===== src/rtl/eth_10g_st_rl_timing_adapter.sv =====
// Avalon-ST ready-latency timing adapter for the 10G MAC datapath.
// It converts an upstream ready latency L to a downstream ready latency M through a
// show-ahead FIFO. Upstream grants are credit based, so a beat that honours latency L
// always finds space. Upstream protocol violations and FIFO overflow are reported
// on sticky error flags.
//
// Ports:
//   clk           sole clock, rising edge
//   reset         synchronous, active-high
//   in_ready      grant to upstream (combinational from registers and reset)
//   in_valid      upstream beat valid
//   in_data       upstream payload
//   out_ready     downstream ready
//   out_valid     beat valid toward downstream (combinational from registers)
//   out_data      FIFO head payload (show-ahead)
//   err_protocol  sticky: in_valid seen without a grant L cycles earlier
//   err_overflow  sticky: beat arrived while full with no pop; the beat is dropped
//   fill_level    current FIFO occupancy
module eth_10g_st_rl_timing_adapter #(
  parameter int unsigned DATA_WIDTH        = 72,
  parameter int unsigned IN_READY_LATENCY  = 0,
  parameter int unsigned OUT_READY_LATENCY = 0,
  parameter int unsigned DEPTH             = 8
) (
  input  logic                      clk,
  input  logic                      reset,
  output logic                      in_ready,
  input  logic                      in_valid,
  input  logic [DATA_WIDTH-1:0]     in_data,
  input  logic                      out_ready,
  output logic                      out_valid,
  output logic [DATA_WIDTH-1:0]     out_data,
  output logic                      err_protocol,
  output logic                      err_overflow,
  output logic [$clog2(DEPTH):0]    fill_level
);

  localparam int unsigned AW = (DEPTH > 1) ? $clog2(DEPTH) : 1;
  localparam int unsigned CW = $clog2(DEPTH) + 1;
  // Wide enough for count plus up to four outstanding grants.
  localparam int unsigned SW = CW + 3;

  logic [DATA_WIDTH-1:0] mem [DEPTH];
  logic [AW-1:0]         wptr;
  logic [AW-1:0]         rptr;
  logic [CW-1:0]         count;
  logic [SW-1:0]         grants;
  logic                  accept;
  logic                  proto_err;
  logic                  pop;
  logic                  full;
  logic                  wr;

  function automatic logic [AW-1:0] ptr_inc(input logic [AW-1:0] p);
    return (p == AW'(DEPTH - 1)) ? '0 : p + AW'(1);
  endfunction

  // Upstream side: grant history and accept qualification.
  generate
    if (IN_READY_LATENCY == 0) begin : g_in_l0
      assign grants    = '0;
      assign accept    = in_valid & in_ready;
      assign proto_err = 1'b0;
    end else begin : g_in_hist
      localparam int unsigned L = IN_READY_LATENCY;
      // Bit i holds in_ready from i+1 cycles ago.
      logic [L-1:0] ready_hist;

      always_ff @(posedge clk) begin
        if (reset) ready_hist <= '0;
        else       ready_hist <= L'({ready_hist, in_ready});
      end

      // Grants still inside their accept window count against free space.
      always_comb begin
        grants = '0;
        for (int unsigned i = 0; i < L; i++) grants = grants + SW'(ready_hist[i]);
      end

      assign accept    = in_valid;
      assign proto_err = in_valid & ~ready_hist[L-1];
    end
  endgenerate

  assign in_ready = ~reset & ((SW'(count) + grants) < SW'(DEPTH));

  // Downstream side: present the head when the delayed out_ready allows it.
  generate
    if (OUT_READY_LATENCY == 0) begin : g_out_l0
      assign out_valid = (count != '0);
      assign pop       = out_valid & out_ready;
    end else begin : g_out_hist
      localparam int unsigned M = OUT_READY_LATENCY;
      logic [M-1:0] ready_hist;

      always_ff @(posedge clk) begin
        if (reset) ready_hist <= '0;
        else       ready_hist <= M'({ready_hist, out_ready});
      end

      assign out_valid = (count != '0) & ready_hist[M-1];
      assign pop       = out_valid;
    end
  endgenerate

  assign full       = (count == CW'(DEPTH));
  // A full FIFO can still take a beat if the head leaves in the same cycle.
  assign wr         = accept & (~full | pop);
  assign out_data   = mem[rptr];
  assign fill_level = count;

  // Pointers, occupancy and sticky errors.
  always_ff @(posedge clk) begin
    if (reset) begin
      wptr         <= '0;
      rptr         <= '0;
      count        <= '0;
      err_protocol <= 1'b0;
      err_overflow <= 1'b0;
    end else begin
      if (wr)  wptr <= ptr_inc(wptr);
      if (pop) rptr <= ptr_inc(rptr);
      count <= count + CW'(wr) - CW'(pop);
      if (proto_err)              err_protocol <= 1'b1;
      if (accept & full & ~pop)   err_overflow <= 1'b1;
    end
  end

  // Payload storage; contents need no reset.
  always_ff @(posedge clk) begin
    if (wr & ~reset) mem[wptr] <= in_data;
  end

endmodule


===== config.mk =====
export PLATFORM = sky130hd
export DESIGN_NAME = eth_10g_st_rl_timing_adapter
export DESIGN_NICKNAME = d
export VERILOG_FILES = /design/src/rtl/eth_10g_st_rl_timing_adapter.sv
export SDC_FILE = /design/constraint.sdc
export NUM_CORES = 1
export LEC_CHECK = 0
export ABC_AREA = 1
export BUFFER_PORTS_ARGS = -buffer_cell sky130_fd_sc_hd__buf_4
export CAP_MARGIN = 15
export CORE_UTILIZATION = 60
export CTS_BUF_LIST = sky130_fd_sc_hd__clkbuf_16
export DETAILED_ROUTE_END_ITERATION = 10
export PLACE_DENSITY = 0.79
export SLEW_MARGIN = 30
export SYNTH_ARGS = -nofsm -noshare
export SYNTH_HDL_FRONTEND = slang
export SYNTH_SLANG_ARGS = --single-unit

===== constraint.sdc =====
create_clock -name clk -period 7.6 [get_ports clk]
set_clock_uncertainty 0.1 [all_clocks]
set_input_delay 0.76 -clock clk [delete_from_list [all_inputs] [get_ports clk]]
set_output_delay 0.76 -clock clk [all_outputs]
set_load 0.005 [all_outputs]

==> After elaboration in Yosys (flattened, before gate mapping) <==
Memory sizes are Yosys's and may differ from the RTL's. A register that Yosys moved wholly into a read port is not among the register bits.
Index checks and enable logic that the tools add are counted.
{ "word_totals": {"register_bits": 11, "ram_bits": 576, "out_inout_bits": 80, "wordCells": 31, "mem_count": 1} }
{ "classes": {"addsub": 4, "n_lt_le_gt_ge": 1, "eq_ne": 3, "muxes": 6, "n_bitwise": 11, "n_reduce_logical": 1} }
{ "memory_table": {"columns": ["name", "words", "word_bits", "read_ports", "rd_clocked_by_memory_dff", "write_ports", "line", "rtl"], "rows": [
  ["mem", 8, 72, 1, 1, 1, "43", "logic [DATA_WIDTH-1:0] mem [DEPTH];"]
]} }
{ "ops": {"columns": ["op", "n"], "rows": [
  ["3-bit 2-to-1 mux", 4],
  ["1-bit AND", 7],
  ["3-bit by 1-bit adder with 3-bit output (second input constant)", 2],
  ["3-bit equality test (second input constant)", 2],
  ["4-bit by 1-bit adder with 4-bit output", 1],
  ["4-bit equality test (second input constant)", 1],
  ["4-bit less-than comparator (second input constant)", 1],
  ["4-bit nonzero test", 1],
  ["4-bit by 1-bit subtractor with 4-bit output", 1],
  ["1-bit NOT", 3],
  ["1-bit 2-to-1 mux", 2],
  ["1-bit OR", 1]
]} }

==> Logic depth before layout (Yosys ltp) <==
{ "depth": {"ltp_word": 7, "mapped_depth": 12, "depth_no_buf": 12} }

==> Worst setup path before layout <==
No wires, ideal clock.
{ "synth_path": {"path_type": "input to register", "start": "input reset", "end": "memory mem[6][0], enable pin", "setup_time_ns": 0.591, "arrival_ns": 6.303, "t_required_ns": 6.909, "path_slack_ns": 0.606, "path_stages": 4, "path_buffers": 1, "cell_sequence": "buf_2 -> nor3b_4 -> nand2_2 -> nor3_1"} }
{ "synth_via": {"elab_chain_cells": 7} }
{ "synth_rtl": {"columns": ["item", "line", "rtl"], "rows": [
  ["start: declaration", "26", "input logic reset,"],
  ["1-bit NOT *", "85, 131", null],
  ["1-bit AND", "85", "assign in_ready = ~reset & ((SW'(count) + grants) < SW'(DEPTH));"],
  ["1-bit AND", "62", "assign accept = in_valid & in_ready;"],
  ["1-bit AND", "108", "assign wr = accept & (~full | pop);"],
  ["1-bit AND *", "131", "if (wr & ~reset) mem[wptr] <= in_data;"],
  ["1-bit 2-to-1 mux *", "131", null],
  ["1-bit 2-to-1 mux (not written as such) *", "131", null],
  ["end: declaration", "43", null]
]} }
Every way passes the cells marked *; elsewhere a longest branch is shown, timed or not.

==> flow_summary_export.csv <==
group,metric,value,unit
floorplanning,start_util,61.1,%
grt,grt-busiest-layer,"met2",
drt,drt_iter0_drc,1167,
floorplanning,design.die.area,39200,sq um
worst_setup_path,r2r_cells,9,
run_status,outcome,"finished, final reports clean",
cts,post-cts-setup-buffers,0,
timing,post-route-period-util,55.5,%
power,ir_worst_vdd,0.242,mV
power,power_density,319,nW/um^2
cts,cts_inserted_buffers,56,
hold_path,worstHoldPathType,"input pin to register",
cts,cts_root_buf,"clkbuf_16",
cts,clock_sinks,590,
cells_and_area,area_growth,13.3,%
drt,avgViaCountPerCell,5.98,
floorplanning,fp.coreArea,37800,sq um
yosys,synth_most_common_cell,"edfxtp_1",
worst_setup_path,cp_slowest_cell,"buf_4",
yosys,synth_area_leaders,"edfxtp_1 (75%), o21ai_0 (5.3%), nor2_1 (4.6%)",
yosys,synth-seq-cells,590,
hold_path,min_from,"in_data[1]",
timing,slew_viol_final,0,
yosys,syn-instance-count,1723,
grt,grt_overflow,0,
grt,grt_pass1_vias,14100,
cts,clk_latency,0.58,ns
floorplanning,ios,156,
yosys,synth_commonest_cells,"edfxtp_1 (576), nor2_1 (284), o21ai_0 (242), nand2_1 (231), o22ai_1 (144)",
yosys,yosys_most_used_dff,"edfxtp_1",
yosys,yosysSeqAreaShare,76.3,%
yosys,netlist_area,23100,sq um
worst_setup_path,worstPathCellList,"inv_4, buf_4, o21ai_0, o22ai_1, nand2_1, nand2_1, buf_4",
floorplanning,row_count,71,
drt,vias,14300,
placement,dpl.hpwl,24.5,mm
worst_setup_path,cp_top_family,"buffers and inverters",
cts,h-tree-depth,2,
timing,setup-tns-final,0,ns
grt,gr-usage-met3,3.66,%
worst_setup_path,worstPathRequired,6.74,ns
drt,drt_first_pass_iters,5,
yosys,synth_top_cell_by_area,"edfxtp_1",
worst_setup_path,start_kind,"register",
worst_setup_path,path_max_fanout,77,
grt,grt_pass1_wl,77.1,mm
placement,numPortBuffers,154,
placement,gp_congestion,0.736,
worst_setup_path,end_kind,"output pin",
power,p_leak,9.06,nW
floorplanning,die_h,198,um
timing,relSlewSlack,34.1,%
hold_path,min_to,"mem[4][1]",
flow_run,cap_violations,0,
yosys,avgSynthCellArea,13.4,sq um
cts,clock_path_buffers,3,
worst_setup_path,r2r-start,"fill_level[3]",
drt,wire_per_inst,20.8,um
hold_path,holdPathStages,1,
grt,grtUsageTotal,25.8,%
worst_setup_path,critPathMaxStageDelay,0.75,ns
cells_and_area,antennaDiodeCount,0,
timing,layout_min_cycle_time,4.22,ns
cts,post_cts_resized,0,
floorplanning,dieWidth,198,um
worst_setup_path,cp_num_buf_inv,3,
cells_and_area,nFillCells,2563,
timing,finalHoldViolCount,0,
cts,clkSlewWorstSetupHoldPaths,0.06,ns
yosys,ys_async_sr_fraction,0,%
cells_and_area,nets,1929,
grt,grt_max_degree,289,
timing,worst_pin_slew,0.988,ns
yosys,ys_types,31,
worst_setup_path,r2r_end,"mem[7][25]",
yosys,synth_nets,1809,
drt,wirelength,50.0,mm
grt,met1_usage,35.3,%
drt,ant_nets,0,
drt,drc,0,
grt,antenna_found_initial,1,
yosys,synth_top_area_share,75.0,%
timing,fmax,237,MHz
cells_and_area,drive_gt1_share,14.8,%
grt,use_met2,42.9,%
timing,holdWs,0.307,ns
timing,setup_viol_count_final,0,
yosys,synth_warnings,0,
cts,ctsHoldBuffers,0,
yosys,synth_edf_count,576,
timing,rsz0062_at_grt,"false",
worst_setup_path,arrival,3.36,ns
cts,cts_tree,"done",
worst_setup_path,worstSetupPathType,"register to output pin",
worst_setup_path,worst-r2r-setup-slack,4.02,ns
## layout make-up
class	count	area (sq um)	area share, %
flip-flops and latches	590	17600	67.3
repair buffers	173	1350	5.17
clock buffers	57	1430	5.46
clock inverters	44	262	1.00
inverters	17	92.6	0.355
multi-input cells	1005	4760	18.2
well taps	511	639	2.45
## cells by family (layout without fill, tap and decap cells)
group / count (synthesis) / count (layout) / share of synthesized area [%]
other: 1 / 1 / 0.0163
xor gates and xnor gates: 1 / 1 / 0.0380
DFF: 590 / 590 / 76.3
adders and majority gates: 10 / 10 / 0.575
buffers and inverters: 128 / 291 / 3.37
AOI/OAI and AO/OA: 441 / 441 / 10.4
and+or+nand+nor: 552 / 552 / 9.40
## metal layers
metal	share of wire [%]	wire length, um
met1	40	20100
met2	50	25000
met3	7.4	3690
met4	2.3	1170
met5	0.024	12
## through the flow
stage                     util [%]  cells  setup WS, ns  total power [W]  cell area (sq um)
after global routing          69.2   2397          3.12          0.00871              26100
after floorplan                  -   1723         0.606          0.00507              23100
after CTS                     69.1   2396          2.87          0.00836              26100
after global placement        64.5   2295          3.51          0.00574              24300
final                         69.2   2397          3.38          0.00834              26100
after detailed placement      64.6   2295          3.50          0.00581              24400
## where the power goes
part	switching, W	leakage [nW]	internal [W]
Sequential	0.000107	5.31	0.00370
Combinational	0.00122	2.89	0.000741
Clock	0.00112	0.863	0.00145
Total	0.00245	9.06	0.00589
## how the worst max path moves through the flow
| stage | cells past startpoint | slack [ns] | startpoint | end |
|---|---|---|---|---|
| floorplan | 4 | 0.61 | reset | mem[6][0] |
| finish | 7 | 3.38 | register | out_data[51] |
| CTS | 7 | 2.87 | register | out_data[51] |
| global route | 7 | 3.12 | register | out_data[51] |
| global placement | 7 | 3.51 | register | out_data[59] |
| detailed placement | 7 | 3.50 | register | out_data[56] |
## placed cells by master, fill, tap and decap left out
cell type,netlist,layout
edfxtp_1,576,576
nor2_1,284,284
o21ai_0,242,242
nand2_1,231,231
buf_4,5,166
o22ai_1,144,144
clkbuf_16,0,57
o21ai_1,49,49
inv_1,14,24
clkinv_1,0,21
nor2_2,20,20
dfxtp_1,14,11
ha_1,9,9
clkinv_2,1,8
a21oi_1,6,6
nor3_2,0,5
buf_6,22,5
nand3_1,4,4
nor3_4,0,3
bufinv_16,0,3
nand3b_1,2,2
dfxtp_4,0,2
clkinvlp_4,0,2
nor3b_4,1,1
nor3b_1,1,1
clkinv_16,0,1
inv_4,0,1
inv_2,1,1
nand2_2,1,1
xor2_1,1,1
fa_1,1,1
dfxtp_2,0,1
conb_1,1,1
buf_16,0,1
buf_12,2,1
## registers in the layout (all words and copies together), names as in the netlist, named ones only
| signal | count |
|---|---|
| rptr | 3 |
| err_overflow | 1 |
| fill_level | 4 |
| wptr | 3 |
| mem | 576 |
Power figures use the tool's default switching activity.
